File: src/rtl/multiply_pkg.sv
// Shared state type and default operand width for the sequential shift-add multiplier.
package multiply_pkg;

    localparam int MUL_DEFAULT_WIDTH = 12;

    typedef enum logic [1:0] {
        IDLE,
        CALC,
        FIX,
        DONE
    } mul_state_t;

endpackage

File: src/rtl/multiply_seq.sv
// Sequential shift-add multiplier (WIDTH x WIDTH -> 2*WIDTH), signed or unsigned per operation.
// Optional MULTIPLY_SEQ_ZERO_SKIP_EN: zero operands finish in one cycle instead of WIDTH+2.
module multiply_seq
    import multiply_pkg::*;
#(
    parameter int WIDTH = MUL_DEFAULT_WIDTH
) (
    input  logic                 clock,
    input  logic                 reset_n,
    input  logic                 start,
    input  logic                 signed_mode,
    input  logic [WIDTH-1:0]     multiplicand,
    input  logic [WIDTH-1:0]     multiplier,
    output logic [2*WIDTH-1:0]   product,
    output logic                 overflow,
    output logic                 busy,
    output logic                 done
);

    localparam int CNT_W = $clog2(WIDTH);
    localparam logic [CNT_W-1:0] CNT_LAST = CNT_W'(WIDTH - 1);

    mul_state_t           r_state;
    logic [CNT_W-1:0]     r_cnt;
    logic [WIDTH-1:0]     r_mcand;
    logic                 r_neg;
    logic                 r_signed;
    logic [2*WIDTH-1:0]   r_prod;
    logic                 r_ovf;
    logic                 r_busy;
    logic                 r_done;

    logic                 w_a_neg;
    logic                 w_b_neg;
    logic [WIDTH-1:0]     w_a_mag;
    logic [WIDTH-1:0]     w_b_mag;
    logic [WIDTH:0]       w_sum;
    logic [2*WIDTH-1:0]   w_fix_prod;
    logic                 w_ovf;
`ifdef MULTIPLY_SEQ_ZERO_SKIP_EN
    logic                 w_zero;
`endif

    // Unsigned negation of the most-negative value yields 2^(WIDTH-1), the wanted magnitude.
    assign w_a_neg = signed_mode & multiplicand[WIDTH-1];
    assign w_b_neg = signed_mode & multiplier[WIDTH-1];
    assign w_a_mag = w_a_neg ? -multiplicand : multiplicand;
    assign w_b_mag = w_b_neg ? -multiplier   : multiplier;

    assign w_sum      = {1'b0, r_prod[2*WIDTH-1:WIDTH]} + {1'b0, r_mcand};
    assign w_fix_prod = r_neg ? -r_prod : r_prod;
    assign w_ovf      = r_signed
                      ? !((&w_fix_prod[2*WIDTH-1:WIDTH-1]) || (~|w_fix_prod[2*WIDTH-1:WIDTH-1]))
                      : (|w_fix_prod[2*WIDTH-1:WIDTH]);

`ifdef MULTIPLY_SEQ_ZERO_SKIP_EN
    assign w_zero = (multiplicand == '0) || (multiplier == '0);
`endif

    always_ff @(posedge clock or negedge reset_n) begin
        if (!reset_n) begin
            r_state  <= IDLE;
            r_cnt    <= '0;
            r_mcand  <= '0;
            r_neg    <= 1'b0;
            r_signed <= 1'b0;
            r_prod   <= '0;
            r_ovf    <= 1'b0;
            r_busy   <= 1'b0;
            r_done   <= 1'b0;
        end else begin
            case (r_state)
                IDLE: begin
                    r_done <= 1'b0;
                    if (start) begin
                        r_ovf    <= 1'b0;
                        r_busy   <= 1'b1;
                        r_cnt    <= '0;
                        r_signed <= signed_mode;
                        r_mcand  <= w_a_mag;
                        r_neg    <= w_a_neg ^ w_b_neg;
`ifdef MULTIPLY_SEQ_ZERO_SKIP_EN
                        if (w_zero) begin
                            r_prod  <= '0;
                            r_neg   <= 1'b0;
                            r_done  <= 1'b1;
                            r_state <= DONE;
                        end else begin
                            r_prod  <= {{WIDTH{1'b0}}, w_b_mag};
                            r_state <= CALC;
                        end
`else
                        r_prod  <= {{WIDTH{1'b0}}, w_b_mag};
                        r_state <= CALC;
`endif
                    end
                end
                CALC: begin
                    // Multiplier bits are consumed from the low half as the partial sum shifts in on top.
                    if (r_prod[0]) begin
                        r_prod <= {w_sum, r_prod[WIDTH-1:1]};
                    end else begin
                        r_prod <= r_prod >> 1;
                    end
                    r_cnt <= r_cnt + 1'b1;
                    if (r_cnt == CNT_LAST) begin
                        r_state <= FIX;
                    end
                end
                FIX: begin
                    r_prod  <= w_fix_prod;
                    r_ovf   <= w_ovf;
                    r_done  <= 1'b1;
                    r_state <= DONE;
                end
                DONE: begin
                    r_done  <= 1'b0;
                    r_busy  <= 1'b0;
                    r_state <= IDLE;
                end
                default: begin
                    r_state <= IDLE;
                end
            endcase
        end
    end

    assign product  = r_prod;
    assign overflow = r_ovf;
    assign busy     = r_busy;
    assign done     = r_done;

endmodule

File: config.mk
export PLATFORM = sky130hd
export DESIGN_NAME = multiply_seq
export DESIGN_NICKNAME = d
export VERILOG_FILES = /design/src/rtl/multiply_pkg.sv /design/src/rtl/multiply_seq.sv
export SDC_FILE = /design/constraint.sdc
export NUM_CORES = 1
export LEC_CHECK = 0
export ABC_CLOCK_PERIOD_IN_PS = 3600
export CELL_PAD_IN_SITES_DETAIL_PLACEMENT = 1
export CELL_PAD_IN_SITES_GLOBAL_PLACEMENT = 1
export CORE_AREA = 2 2 102 104
export DETAILED_ROUTE_END_ITERATION = 10
export DIE_AREA = 0 0 104 106
export GPL_TIMING_DRIVEN = 1
export MAX_ROUTING_LAYER = met4
export PLACE_DENSITY_LB_ADDON = 0.1
export SLEW_MARGIN = 10
export SYNTH_ARGS = -nofsm -noshare
export SYNTH_HDL_FRONTEND = slang
export SYNTH_SLANG_ARGS = --single-unit
File: constraint.sdc
create_clock -name clock -period 3.6 [get_ports clock]
set_clock_uncertainty 0.1 [all_clocks]
set_input_delay 0.54 -clock clock [delete_from_list [all_inputs] [get_ports clock]]
set_output_delay 0.54 -clock clock [all_outputs]
set_load 0.02 [all_outputs]
# Word level (Yosys, flattened, before mapping)
# Index checks and enable logic that the tools add are counted.
[word_totals] reg_bits=47 in_bits=28 out_inout_bits=27 word_cells=62
[classes] n_addsub=5 eq_ne=7 muxes=17 bitwise=3 reduce_logical=20
[ops] operator="$mux 24" n=3
[ops] operator="$pmux 24 s3" n=1
[ops] operator="$mux 12" n=2
[ops] operator="$neg 12->12" n=2
[ops] operator="$neg 24->24" n=1
[ops] operator="$add 12x12->13" n=1
[ops] operator="$reduce_and 13->1" n=1
[ops] operator="$reduce_or 13->1" n=1
[ops] operator="$reduce_and 2->1" n=6
[ops] operator="$reduce_or 12->1" n=1
[ops] operator="$pmux 2 s4" n=1
[ops] operator="$pmux 4 s2" n=1
[ops] operator="$reduce_bool 2->1" n=4
[ops] operator="$ne 2x2->1 const B" n=3
[ops] operator="$pmux 1 s2" n=3
[ops] operator="$add 4x1->4 const B" n=1
[ops] operator="$eq 2x2->1 const B" n=2
[ops] operator="$eq 4x4->1 const B" n=1
[ops] operator="$mux 2" n=2
[ops] operator="$mux 4" n=1
[ops] operator="$mux 1" n=3
[ops] operator="$reduce_and 3->1" n=1
[ops] operator="$reduce_bool 3->1" n=1
[ops] operator="$and 1x1->1" n=2
[ops] operator="6 further kinds" n=7

# Longest topological paths before layout
# Gate-level depths: netlist of the first run.
[logic_depth] word_depth=8 mapped_depth=10 mapped_depth_nobuf=10

# Worst setup path before layout of the first run
# No wires, ideal clock.
[synth_timing] path_kind="reg2reg" from="register r_prod[8] (netlist: product[8])" to="register r_ovf (netlist: overflow)" t_arrival_ps=3000 path_slack_ps=364 path_stages_with_launch=9 n_path_buf=1 cell_sequence="dfrtp_1 -> clkbuf_1 -> or4_1 -> or4_1 -> o31ai_1 -> xor2_1 -> or4_1 -> a2111oi_0 -> nor3_2"
[synth_via] elab_chain_cells=8
[synth_rtl] element="start: declaration" line_no="multiply_seq.sv:28" text="logic [2*WIDTH-1:0] r_prod;"
[synth_rtl] element="start signal: assignment" line_no="multiply_seq.sv:93" text="r_prod <= {{WIDTH{1'b0}}, w_b_mag};"
[synth_rtl] element="start signal: assignment" line_no="multiply_seq.sv:101" text="r_prod <= {w_sum, r_prod[WIDTH-1:1]};"
[synth_rtl] element="start signal: assignment" line_no="multiply_seq.sv:103" text="r_prod <= r_prod >> 1;"
[synth_rtl] element="$neg 24->24 *" line_no="multiply_seq.sv:51" text="assign w_fix_prod = r_neg ? -r_prod : r_prod;"
[synth_rtl] element="$mux 24 *" line_no="multiply_seq.sv:51"
[synth_rtl] element="$reduce_or 13->1" line_no="multiply_seq.sv:53" text="? !((&w_fix_prod[2*WIDTH-1:WIDTH-1]) || (~|w_fix_prod[2*WIDTH-1:WIDTH-1]))"
[synth_rtl] element="$logic_not 1->1" line_no="multiply_seq.sv:53"
[synth_rtl] element="$logic_or 1x1->1" line_no="multiply_seq.sv:53"
[synth_rtl] element="$logic_not 1->1" line_no="multiply_seq.sv:53"
[synth_rtl] element="$mux 1 *" line_no="multiply_seq.sv:53"
[synth_rtl] element="$pmux 1 s2 *" line_no="multiply_seq.sv:72" text="case (r_state)"
[synth_rtl] element="end signal: assignment" line_no="multiply_seq.sv:112" text="r_ovf <= w_ovf;"
[synth_rtl] element="end: declaration" line_no="multiply_seq.sv:29" text="logic r_ovf;"
# Mark *: on every way between the ends. The rest lies on a longest branch, timed or not. The select of a mux whose other input is x is not followed.
# A chain may end at the register's enable or synchronous reset.

# Worst setup path in the final report of the first run
[layout_timing] from="register r_prod[9] (netlist: product[9])" to="register r_ovf (netlist: overflow)"
# Same word-level chain as after synthesis.

==> results of run 1 <==
==> cell usage after synthesis, types with 10 or more instances <==
master    count  area, µm²
nor2b_1      11       68.8
o21ai_0      51        255
clkbuf_1     23       86.3
xnor2_1      23        201
nor3_1       15       75.1
o21ai_1      10       50.1
a31oi_1      10       62.6
nand3_1      14       70.1
dfrtp_1      47       1180
nand2_1      71        267
ha_1         21        263
inv_1        18       67.6
xor2_1       22        193
a21oi_1      34        170
nor2_1       37        139
==> per-layer routing <==
metal,global-route usage,part of all wire
met1,0.307,0.46
met2,0.420,0.49
met3,0.0221,0.037
met4,0.0569,0.014
met5,-,0
==> flip-flops by register name, summed over array words and instances, names as in the netlist <==
signal	flops
r_neg	1
r_mcand	12
r_cnt	4
r_signed	1
r_state	2
done	1
busy	1
product	24
overflow	1
==> through the flow <==
step	hold slack, ns	total power, mW	worst slack [ns]	cells	area (µm²)
2_1_floorplan	0.144	3.21	0.364	524	4100
4_1_cts	0.168	4.66	0.235	711	4920
3_5_place_dp	0.383	4.30	0.261	704	4840
3_3_place_gp	0.373	4.18	0.339	704	4840
6_report	0.141	4.64	0.289	711	4930
5_1_grt	0.194	5.08	0.0904	711	4930
==> kinds of logic (layout without fill, tap and decap cells) <==
logic type                 after synthesis  in the layout  synth area share
muxes                                   12             12            0.0305
adders and majority gates               22             22            0.0690
buffers and inverters                   47             98            0.0436
DFF                                     47             47             0.287
AOI/OAI and AO/OA                      161            161             0.241
and+or+nand+nor                        190            190             0.233
xor gates and xnor gates                45             45            0.0961
==> power by group <==
part	leakage, nW	internal [mW]	total [mW]	switching, mW
Clock	0.0470	0.152	0.346	0.195
Sequential	0.601	0.764	1.03	0.265
Combinational	1.38	1.32	3.27	1.95
Total	2.03	2.23	4.64	2.41
==> area by class of cell <==
type,count,share of cell area
Timing Repair Buffer,73,0.138
Inverter,18,0.0137
Multi-Input combinational cell,430,0.558
Clock inverter,1,0.00102
Tap cell,136,0.0345
Sequential cell,47,0.239
Clock buffer,6,0.0168
==> worst paths after layout <==
kind	start	endpoint	slack, ns	cells after the start
worst min-delay path	reset_n	product[20]$_DFFE_PN0P_	0.14	1
worst min register to register	r_mcand[10]$_DFFE_PN0P_	r_mcand[10]$_DFFE_PN0P_	0.40	2
max in group asynchronous	reset_n	product[15]$_DFFE_PN0P_	2.49	2
worst max register to register	product[9]$_DFFE_PN0P_	overflow$_DFFE_PN0P_	0.29	7
worst max-delay path	product[9]$_DFFE_PN0P_	overflow$_DFFE_PN0P_	0.29	7
min in group clock	r_mcand[10]$_DFFE_PN0P_	r_mcand[10]$_DFFE_PN0P_	0.40	2
==> repair_timing <==
action / CTS / global route
setup buffers: 0 / 0
gates resized for setup: 0 / 1
endpoints found under the setup margin: 0 / 1
==> reports/qor.yml, run 1 <==
crit_buf_inv: 0
dieArea_um2: 11000
setup_viol: 0
synth_edf_count: 0
hp-class: "in2async"
io_buffers: 54
ir_drop_uv: 383
cp.arrival_ns: 3.40
tns_ns: 0
finalCriticalPeriod_ns: 3.31
hpwl_um: 9870
vias_per_cell: 5.77
nFillCells: 1266
tightestPinTransition_ns: 0.742
rows: 37
die_h_um: 106
path_clk_slew_ns: 0.10
start_util: 0.410
p_leak_nw: 2.03
synth_area_um2: 4100
ys_seq_elements: 47
seqCellArea_um2: 1180
cpPeakStageDelay_ns: 0.62
crit_required_ns: 3.69
syn_inst: 524
synth.avg_cell_area_um2: 7.82
die_x_um: 104
drc: 0
final_nets: 625
grt_pass1_vias: 4251
max-cap-violations: 0
drtIter0Drc: 216
finalHoldViolCount: 0
diodes: 0
end_kind: "flip-flop"
syn_nets: 574
rsz0062_at_grt: "no"
finalWirelength_um: 12900
max_clock_freq_ghz: 0.302
area_growth_pct: 20.1
htreeDepth: 2
multi_input_area_um2: 2750
clk-insertion-delay-late_ns: 0.30
critPathLaunchType: "flip-flop"
num_vias: 4101
cts_tree: "done"
clock_sinks: 47
place.gp.congestion: 0.877
wl_per_cell_um: 18.1
ys_dominant_reg_cell: "dfrtp_1"
final_common_cell: "nand2_1"
root_buffer: "clkbuf_8"
ys_warn_count: 0
critPathMaxFanout: 7
antenna_found_initial: 0
cp_cell_sequence: "or4_1, or4_1, o31ai_1, xor2_1, or4_1, a2111oi_1, nor3_2"
postLayoutCoreUtil: 0.493
status: "complete, no violations"
worst_path_most_repeated_cell: "or4_1"
powerDensity_nw_per_um2: 942
grt_max_degree: 28
final_cell_mix: "71 x nand2_1, 53 x clkdlybuf4s50_1, 50 x o21ai_0, 47 x dfrtp_1, 37 x nor2_1"
track_usage: 0.242
drive_above_1_share: 0.0696
ant_nets: 0
criticalPathCategory: "reg2reg"
ys_types: 60
cts_inserted_buffers: 5
gr-total-overflow: 0
first_pass_iters: 4
maxSlewViolCount: 0
synth-seq-area-share: 0.287
crit_slowest_cell: "or4_1"
core-area_um2: 10000
slew_headroom: 0.505
crit_family: "simple AND/OR/NAND/NOR gates"
async_reset_ff_frac: 1.00
cts_buffer_depth: 2
finalCritPeriodShare: 0.920
ctsHoldBuffers: 0
io_pins: 55
grt_first_pass_wirelength_um: 21100
Note: power is estimated with default switching activity, not from simulation.
==> run 2: changes to the inputs <==
--- a/config.mk
+++ b/config.mk
@@ -8,9 +8,10 @@
 export ABC_CLOCK_PERIOD_IN_PS = 3600
 export CELL_PAD_IN_SITES_DETAIL_PLACEMENT = 1
 export CELL_PAD_IN_SITES_GLOBAL_PLACEMENT = 1
-export CORE_AREA = 2 2 102 104
+export CORE_AREA = 2 2 101 103
+export CTS_BUF_LIST = sky130_fd_sc_hd__clkbuf_4 sky130_fd_sc_hd__clkbuf_8
 export DETAILED_ROUTE_END_ITERATION = 10
-export DIE_AREA = 0 0 104 106
+export DIE_AREA = 0 0 103 105
 export GPL_TIMING_DRIVEN = 1
 export MAX_ROUTING_LAYER = met4
 export PLACE_DENSITY_LB_ADDON = 0.1
==> run 2 against run 1 <==
Against the previous run:
- via count fell by 1.0%
- power rose by 1.9%
- flip-flop and latch count did not move
- utilization rose by 1.9 points
- sequential share of layout area about the same
- critical path type unchanged
==> reports/qor.yml, run 2 (synthesis gave the netlist of run 1 again) <==
status: "complete, no violations"
ant_nets: 0
drive_above_1_share: 0.0679
cts_inserted_buffers: 5
io_buffers: 54
finalHoldViolCount: 0
grt_pass1_vias: 4300
antenna_found_initial: 0
final_common_cell: "nand2_1"
clock_sinks: 47
maxSlewViolCount: 0
finalWirelength_um: 13100
final_nets: 623
area_growth_pct: 20.4
crit_required_ns: 3.69
grt_max_degree: 28
dp.cells: 699
final_cell_area_um2: 4940
cts_tree: "done"
start_util: 0.425
rr_worst_depth: 7
finalCriticalPeriod_ns: 3.41
wl_per_cell_um: 18.5
drtIter0Drc: 215
ctsHoldBuffers: 0
slew_headroom: 0.492
fin_cells: 707
rows: 36
end_kind: "flip-flop"
clk-insertion-delay-late_ns: 0.32
critPathLaunchType: "flip-flop"
dieArea_um2: 10800
reg2reg_slack_ns: 0.19
grt_first_pass_wirelength_um: 21900
ir_drop_uv: 368
diodes: 0
placed_cell_area_um2: 4820
die_h_um: 105
gr-total-overflow: 0
tns_ns: 0
num_vias: 4060
first_pass_iters: 4
place.gp.congestion: 0.886
cts_setup_buffers: 0
path_clk_slew_ns: 0.10
critPathMaxFanout: 6
hpwl_um: 10100
max-cap-violations: 0
vias_per_cell: 5.74
drc: 0
rsz0062_at_grt: "no"
criticalPathCategory: "reg2reg"
root_buffer: "clkbuf_8"
powerDensity_nw_per_um2: 958
largest_reg_flops: 24
io_pins: 55
nFillCells: 1205
tightestPinTransition_ns: 0.763
post_cts_resize_count: 0
cp.arrival_ns: 3.51
track_usage: 0.264
r2r_end: "overflow$_DFFE_PN0P_"
core-area_um2: 9640
r2r-start: "product[6]$_DFFE_PN0P_"
final_cell_mix: "71 x nand2_1, 53 x clkdlybuf4s50_1, 50 x o21ai_0, 47 x dfrtp_1, 37 x nor2_1"
setup_viol: 0
hp-class: "in2async"
fin_hold_ws_ns: 0.153
max_clock_freq_ghz: 0.293
htreeDepth: 2
finalCritPeriodShare: 0.948
cts_buffer_depth: 2
die_x_um: 103
p_leak_nw: 2.03
run 2: area by class of cell:
| class | count | area [µm²] | share of cell area |
|---|---|---|---|
| multi-input combinational | 430 | 2750 | 0.556 |
| tap | 133 | 166 | 0.0337 |
| clock inverter | 2 | 35.0 | 0.00710 |
| inverter | 18 | 67.6 | 0.0137 |
| sequential | 47 | 1180 | 0.238 |
| clock buffer | 6 | 82.6 | 0.0167 |
| timing repair buffer | 71 | 663 | 0.134 |
run 2: how the worst max path moves through the flow:
| stage | from | endpoint | slack, ns | cells past startpoint |
|---|---|---|---|---|
| 2_1_floorplan | product[8]$_DFFE_PN0P_ | overflow$_DFFE_PN0P_ | 0.36 | 8 |
| 3_3_place_gp | product[9]$_DFFE_PN0P_ | overflow$_DFFE_PN0P_ | 0.34 | 7 |
| 3_5_place_dp | product[9]$_DFFE_PN0P_ | overflow$_DFFE_PN0P_ | 0.21 | 7 |
| 4_1_cts | product[9]$_DFFE_PN0P_ | overflow$_DFFE_PN0P_ | 0.19 | 7 |
| 5_1_grt | product[9]$_DFFE_PN0P_ | overflow$_DFFE_PN0P_ | 0.008 | 7 |
| 6_report | product[6]$_DFFE_PN0P_ | overflow$_DFFE_PN0P_ | 0.19 | 7 |
run 2: metrics by stage:
step                setup slack, ns  power [mW]  utilization
floorplan                     0.364        3.21            -
global route                0.00773        5.15        0.512
global placement              0.337        4.16        0.500
CTS                           0.185        4.75        0.512
finish                        0.186        4.73        0.512
detailed placement            0.215        4.31        0.500
run 2: per-layer routing:
metal / track usage / up-vias / routed length [µm]
met2: 0.435 / 82 / 6450
met3: 0.0381 / 10 / 485
met4: 0.0583 / 0 / 141
met1: 0.341 / 1972 / 6000
li1: - / 1996 / -
met5: - / - / 0
run 2: power by group:
group	internal (mW)	switching, mW
logic	1.31	1.96
registers	0.764	0.271
clock network	0.225	0.202
total	2.29	2.44
run 2: worst max-delay path, stage by stage (launching register included):
cell       delay, ns
dfrtp_1         0.48
or4_4           0.57
or4_1           0.55
o31ai_1         0.36
xor2_1          0.15
or4_1           0.51
a2111oi_0       0.51
nor3_2          0.06
==> edit 1, RTL diff (settings of run 1) <==
The package constant `MUL_DEFAULT_WIDTH` goes from 12 to 6.
--- a/src/rtl/multiply_pkg.sv
+++ b/src/rtl/multiply_pkg.sv
@@ -3,3 +3,3 @@
 
-    localparam int MUL_DEFAULT_WIDTH = 12;
+    localparam int MUL_DEFAULT_WIDTH = 6;
 
Interface: changed (resized multiplicand, multiplier and product); port bits go from 55 to 31. The function was not compared with the original's and may differ.
==> edit 1 against run 1 <==
Sequential cell count fell by 19; worst hold slack improved by 0.26 ns; power fell by 43%; routed wire length down 45%; fmax up 17%; critical path depth up 1; setup slack improved by 0.49 ns; final area fell by 43%; die area stayed put; sequential power is 32% lower; cell count down 39%; utilization down 21 points; synthesized cell count is 47% lower; synthesized area is 45% lower; critical path type unchanged; largest power group unchanged.
==> edit 1: results (changes against run 1) <==
Max IR drop VDD=0.206 mV (-46%); CP max stage delay=0.66 ns (+0.04 ns); Tot GR Track Use=13.6% (-11 points); Reg2Reg Depth=8 (+1); CTS clock-pin slew for the worst setup and hold paths=0.12 ns (+0.02 ns); Seq. pwr=0.699 mW (-32%); DP Wirelength=5400 um (-45%); hold_sp=r_mcand[5]; comb pwr=1.68 mW (-49%); status=finished, final reports clean; top cell family by delay on the critical path=simple AND/OR/NAND/NOR gates; WHS=0.402 ns (+0.261 ns); Worst Hold Class=reg2reg; share of layout cells above drive strength 1=8.33% (+1.4 points); internal power=1.33 mW (-40%); Worst R2R End=overflow; pre-CTS WS=0.672 ns (+0.411 ns); crit path max-delay cell type=or4b_2; # fillers=1216 (-3.9%); first-pass GRT wire length=11800 um (-44%); Critical R2R Launch=product[0]; Inserted Clock Buffers=3 (-2); asr flop ratio synth=100% (unchanged); list of most frequent post-synthesis cells=nand2_1, o21ai_0, dfrtp_1; gpl congestion=0.752 (-14%); Syn Nets=309 (-46%); DR iter-0 viols=62 (-71%); I/O Buffers=30 (-44%); maximum number of pins on one net before global-route repair=29 (+3.6%); vias per inst=4.73 (-18%); Worst R2R Setup Slack=0.78 ns (+0.49 ns); max reg flops=12 (-50%); vias in the first global route=2236 (-47%); largest cells by area after synthesis=dfrtp_1, ha_1, o21ai_0; final net count=334 (-47%); H-tree depth=1 (-1); LEAKAGE=1.16 nW (-43%); Area after DPL=2730 um2 (-44%); Yosys warning count=0 (unchanged); initial antenna violation count=0 (unchanged); post-synth cell types=52 (-13%); Arrival @ worst endpoint=2.88 ns (-0.52 ns); register area share after synthesis=30.8% (+2.1 points); routed len/inst=16.1 um (-11%); Worst-Margin Slew=0.646 ns (-0.0962 ns)
## edit 1: cell count changes after synthesis, moves of 10 or more
cell / delta
nand2_1: -40
nor2_1: -24
o21ai_0: -22
dfrtp_1: -19
a21oi_1: -18
xor2_1: -17
nor3_1: -11
xnor2_1: -11
clkbuf_1: -10
o21ai_1: -10
## edit 1: worst max path at each step
stage               start           to  slack, ns  cells past startpoint
2_1_floorplan  product[0]     overflow       0.91                      9
3_3_place_gp        start  product[10]       0.78                      7
3_5_place_dp        start  product[10]       0.67                      7
4_1_cts        product[0]     overflow       0.76                      8
5_1_grt        product[0]     overflow       0.60                      8
6_report       product[0]     overflow       0.78                      8
## edit 1: cell type report
type	instances	area, um2	share of cell area (%)
inverters	22	82.6	2.95
multi-input cells	210	1430	51.0
clock buffers	3	41.3	1.48
clock inverters	1	30.0	1.07
flip-flops and latches	28	701	25.0
repair buffers	36	345	12.3
well taps	136	170	6.08
## edit 1: logic make-up (layout without fill, tap and decap cells)
family | after synthesis | in the layout | synth area share, %
flops | 28 | 28 | 30.8
buf+inv | 38 | 62 | 6.44
simple gates | 85 | 85 | 19.0
xor+xnor | 17 | 17 | 6.55
compound gates | 84 | 84 | 24.1
mux | 7 | 7 | 3.36
fa+ha+maj | 17 | 17 | 9.68
## edit 1: metal layers
metal,GRT usage (%),wire [um]
met5,-,0
met4,3.19,56
met3,1.10,156
met2,21.8,3250
met1,18.8,3570
## edit 1: stage by stage
| stage | cells | util (%) | power [mW] |
|---|---|---|---|
| finish | 436 | 28.0 | 2.64 |
| global route | 436 | 28.0 | 2.91 |
| CTS | 436 | 28.0 | 2.68 |
| detailed placement | 432 | 27.3 | 2.40 |
| global placement | 432 | 27.3 | 2.40 |
| floorplan | 276 | - | 1.82 |
==> edit 2, RTL diff (flow settings as in run 1) <==
Made on the original files. Re-encode `mul_state_t` (4 states) as one-hot, 4 bits wide.
--- a/src/rtl/multiply_pkg.sv
+++ b/src/rtl/multiply_pkg.sv
@@ -5,7 +5,7 @@
 
-    typedef enum logic [1:0] {
-        IDLE,
-        CALC,
-        FIX,
-        DONE
+    typedef enum logic [3:0] {
+        IDLE = 4'b0001,
+        CALC = 4'b0010,
+        FIX  = 4'b0100,
+        DONE = 4'b1000
     } mul_state_t;
Formal check against the unedited RTL: no difference found for any inputs over 4 cycles, from zero or initial values and one cycle with reset_n low; so few cycles prove little.
==> edit 2 against run 1 <==
Clock power down 1%; sequential share of layout area up 3.0 points; global-route usage down 2.3 points; synthesized cell count down 14%; sequential cell count up 2; cell count down 10%; power down 23%; setup slack better by 0.19 ns; synthesized area down 6.7%; routed wire length down 13%; final area down 7.1%.
==> edit 2: results (changes against run 1) <==
CTS clock-pin slew for the worst setup and hold paths=0.10 ns (about the same); maximum number of pins on one net before global-route repair=38 (+36%); final net count=545 (-13%); max reg flops=24 (unchanged); Inserted Clock Buffers=5 (unchanged); vias per inst=5.65 (-2.0%); share of layout cells above drive strength 1=6.19% (-0.77 points); Syn Nets=498 (-13%); Post-synth top flop=dfrtp_1; H-tree depth=2 (unchanged); clk buf depth=2 (unchanged); Post-CTS Setup Bufs=0 (unchanged); first-pass GRT wire length=19000 um (-9.7%); gpl congestion=0.858 (-2.2%); Yosys warning count=0 (unchanged); Worst-Margin Slew=0.947 ns (+0.205 ns); post-cts resize count=0 (unchanged); latest clock arrival within the worst-skew pair=0.31 ns; list of most frequent post-synthesis cells=nand2_1, o21ai_0, dfrtp_1; pre-CTS WS=0.497 ns (+0.236 ns); Max FO, Critical Path=10 (+3); register area share after synthesis=32.1% (+3.4 points); I/O Buffers=54 (unchanged); final wirelength=11200 um (-13%); asr flop ratio synth=100% (unchanged); LEAKAGE=1.90 nW (-6.4%); met2 GRT Util=39.0% (-3.0 points); EDFF count, synth=0 (unchanged); status=finished, final reports clean; Max IR drop VDD=0.268 mV (-30%); post-synth cell types=68 (+13%); CTS root buffer=clkbuf_8; PD cells=778 nW/um2 (-17%); DR iter-0 viols=190 (-12%); Tot GR Track Use=21.9% (-2.3 points); DP Wirelength=8490 um (-14%); 1st-pass router iterations=4 (unchanged); largest cells by area after synthesis=dfrtp_1, o21ai_0, nand2_1; vias in the first global route=3787 (-11%); antenna cell count=0 (unchanged); Worst Hold Class=in2async; met1 Resource Use GR=26.7% (-4.0 points); met3 GRT Util=2.88% (+0.67 points)
==> edit 2: cell count changes in the layout (fill, tap and decap cells not counted), sizes merged, moves of 5 or more <==
cell / before / now
a222oi: 0 / 5
o221ai: 1 / 6
a21oi: 34 / 21
o21ai: 61 / 50
buf: 20 / 12
ha: 21 / 16
nor2: 37 / 32
nand2: 71 / 60
nand3: 14 / 9
a31oi: 10 / 2
o211ai: 8 / 1
inv: 18 / 13
==> edit 2: kinds of logic after synthesis <==
group	share of synthesized area [%]
buffers and inverters	4.45
XOR/XNOR	9.62
AO/OA/AOI/OAI	24.3
flip-flops	32.1
multiplexers	2.91
adder cells (fa/ha/maj)	5.76
AND/OR/NAND/NOR	20.9
==> edit 2: power breakdown <==
group	switching [mW]	internal [mW]
clock network	0.204	0.138
registers	0.318	0.764
logic	1.23	0.911
total	1.75	1.81
==> edit 2: worst paths after layout <==
check / start / end / slack [ns] / cells past startpoint
worst max-delay path: product[4] / overflow / 0.48 / 7
worst min-delay path: reset_n / product[6] / 0.26 / 1
worst max register to register: product[4] / overflow / 0.48 / 7
worst min register to register: r_mcand[6] / r_mcand[6] / 0.39 / 2
max in group asynchronous: reset_n / r_state[1] / 2.46 / 2
min in group clock: r_mcand[6] / r_mcand[6] / 0.39 / 2
==> edit 2: metal layers <==
metal | part of all wire, % | wire, um
met1 | 45 | 5000
met2 | 52 | 5780
met3 | 2.7 | 297
met4 | 0.80 | 89
met5 | 0 | 0
==> edit 2: stage by stage <==
| step | hold slack, ns | utilization (%) | instance area [um2] | total power [mW] | cells |
|---|---|---|---|---|---|
| after floorplan | 0.144 | - | 3820 | 2.52 | 453 |
| after global placement | 0.367 | 44.9 | 4490 | 3.17 | 629 |
| after detailed placement | 0.375 | 44.9 | 4490 | 3.23 | 629 |
| after CTS | 0.288 | 45.7 | 4570 | 3.59 | 637 |
| after global routing | 0.325 | 45.7 | 4570 | 3.89 | 637 |
| final | 0.257 | 45.7 | 4570 | 3.56 | 637 |
==> edit 2: worst max-delay path, cell delays in order, from the launching register on <==
cell and delay, ns:
dfrtp_1 0.49, or4_1 0.71, or2_1 0.43, o41ai_4 0.38
xnor2_1 0.25, nor4bb_1 0.39, nand4_1 0.13, o211a_1 0.14
==> edit 2: layout make-up <==
cell class	count	area (um2)
Tap cell	136	170
Clock buffer	7	76.3
Sequential cell	49	1230
Multi-Input combinational cell	366	2430
Timing Repair Buffer	65	618
Inverter	13	48.8
Fill cell	1214	5430
Clock inverter	1	7.51
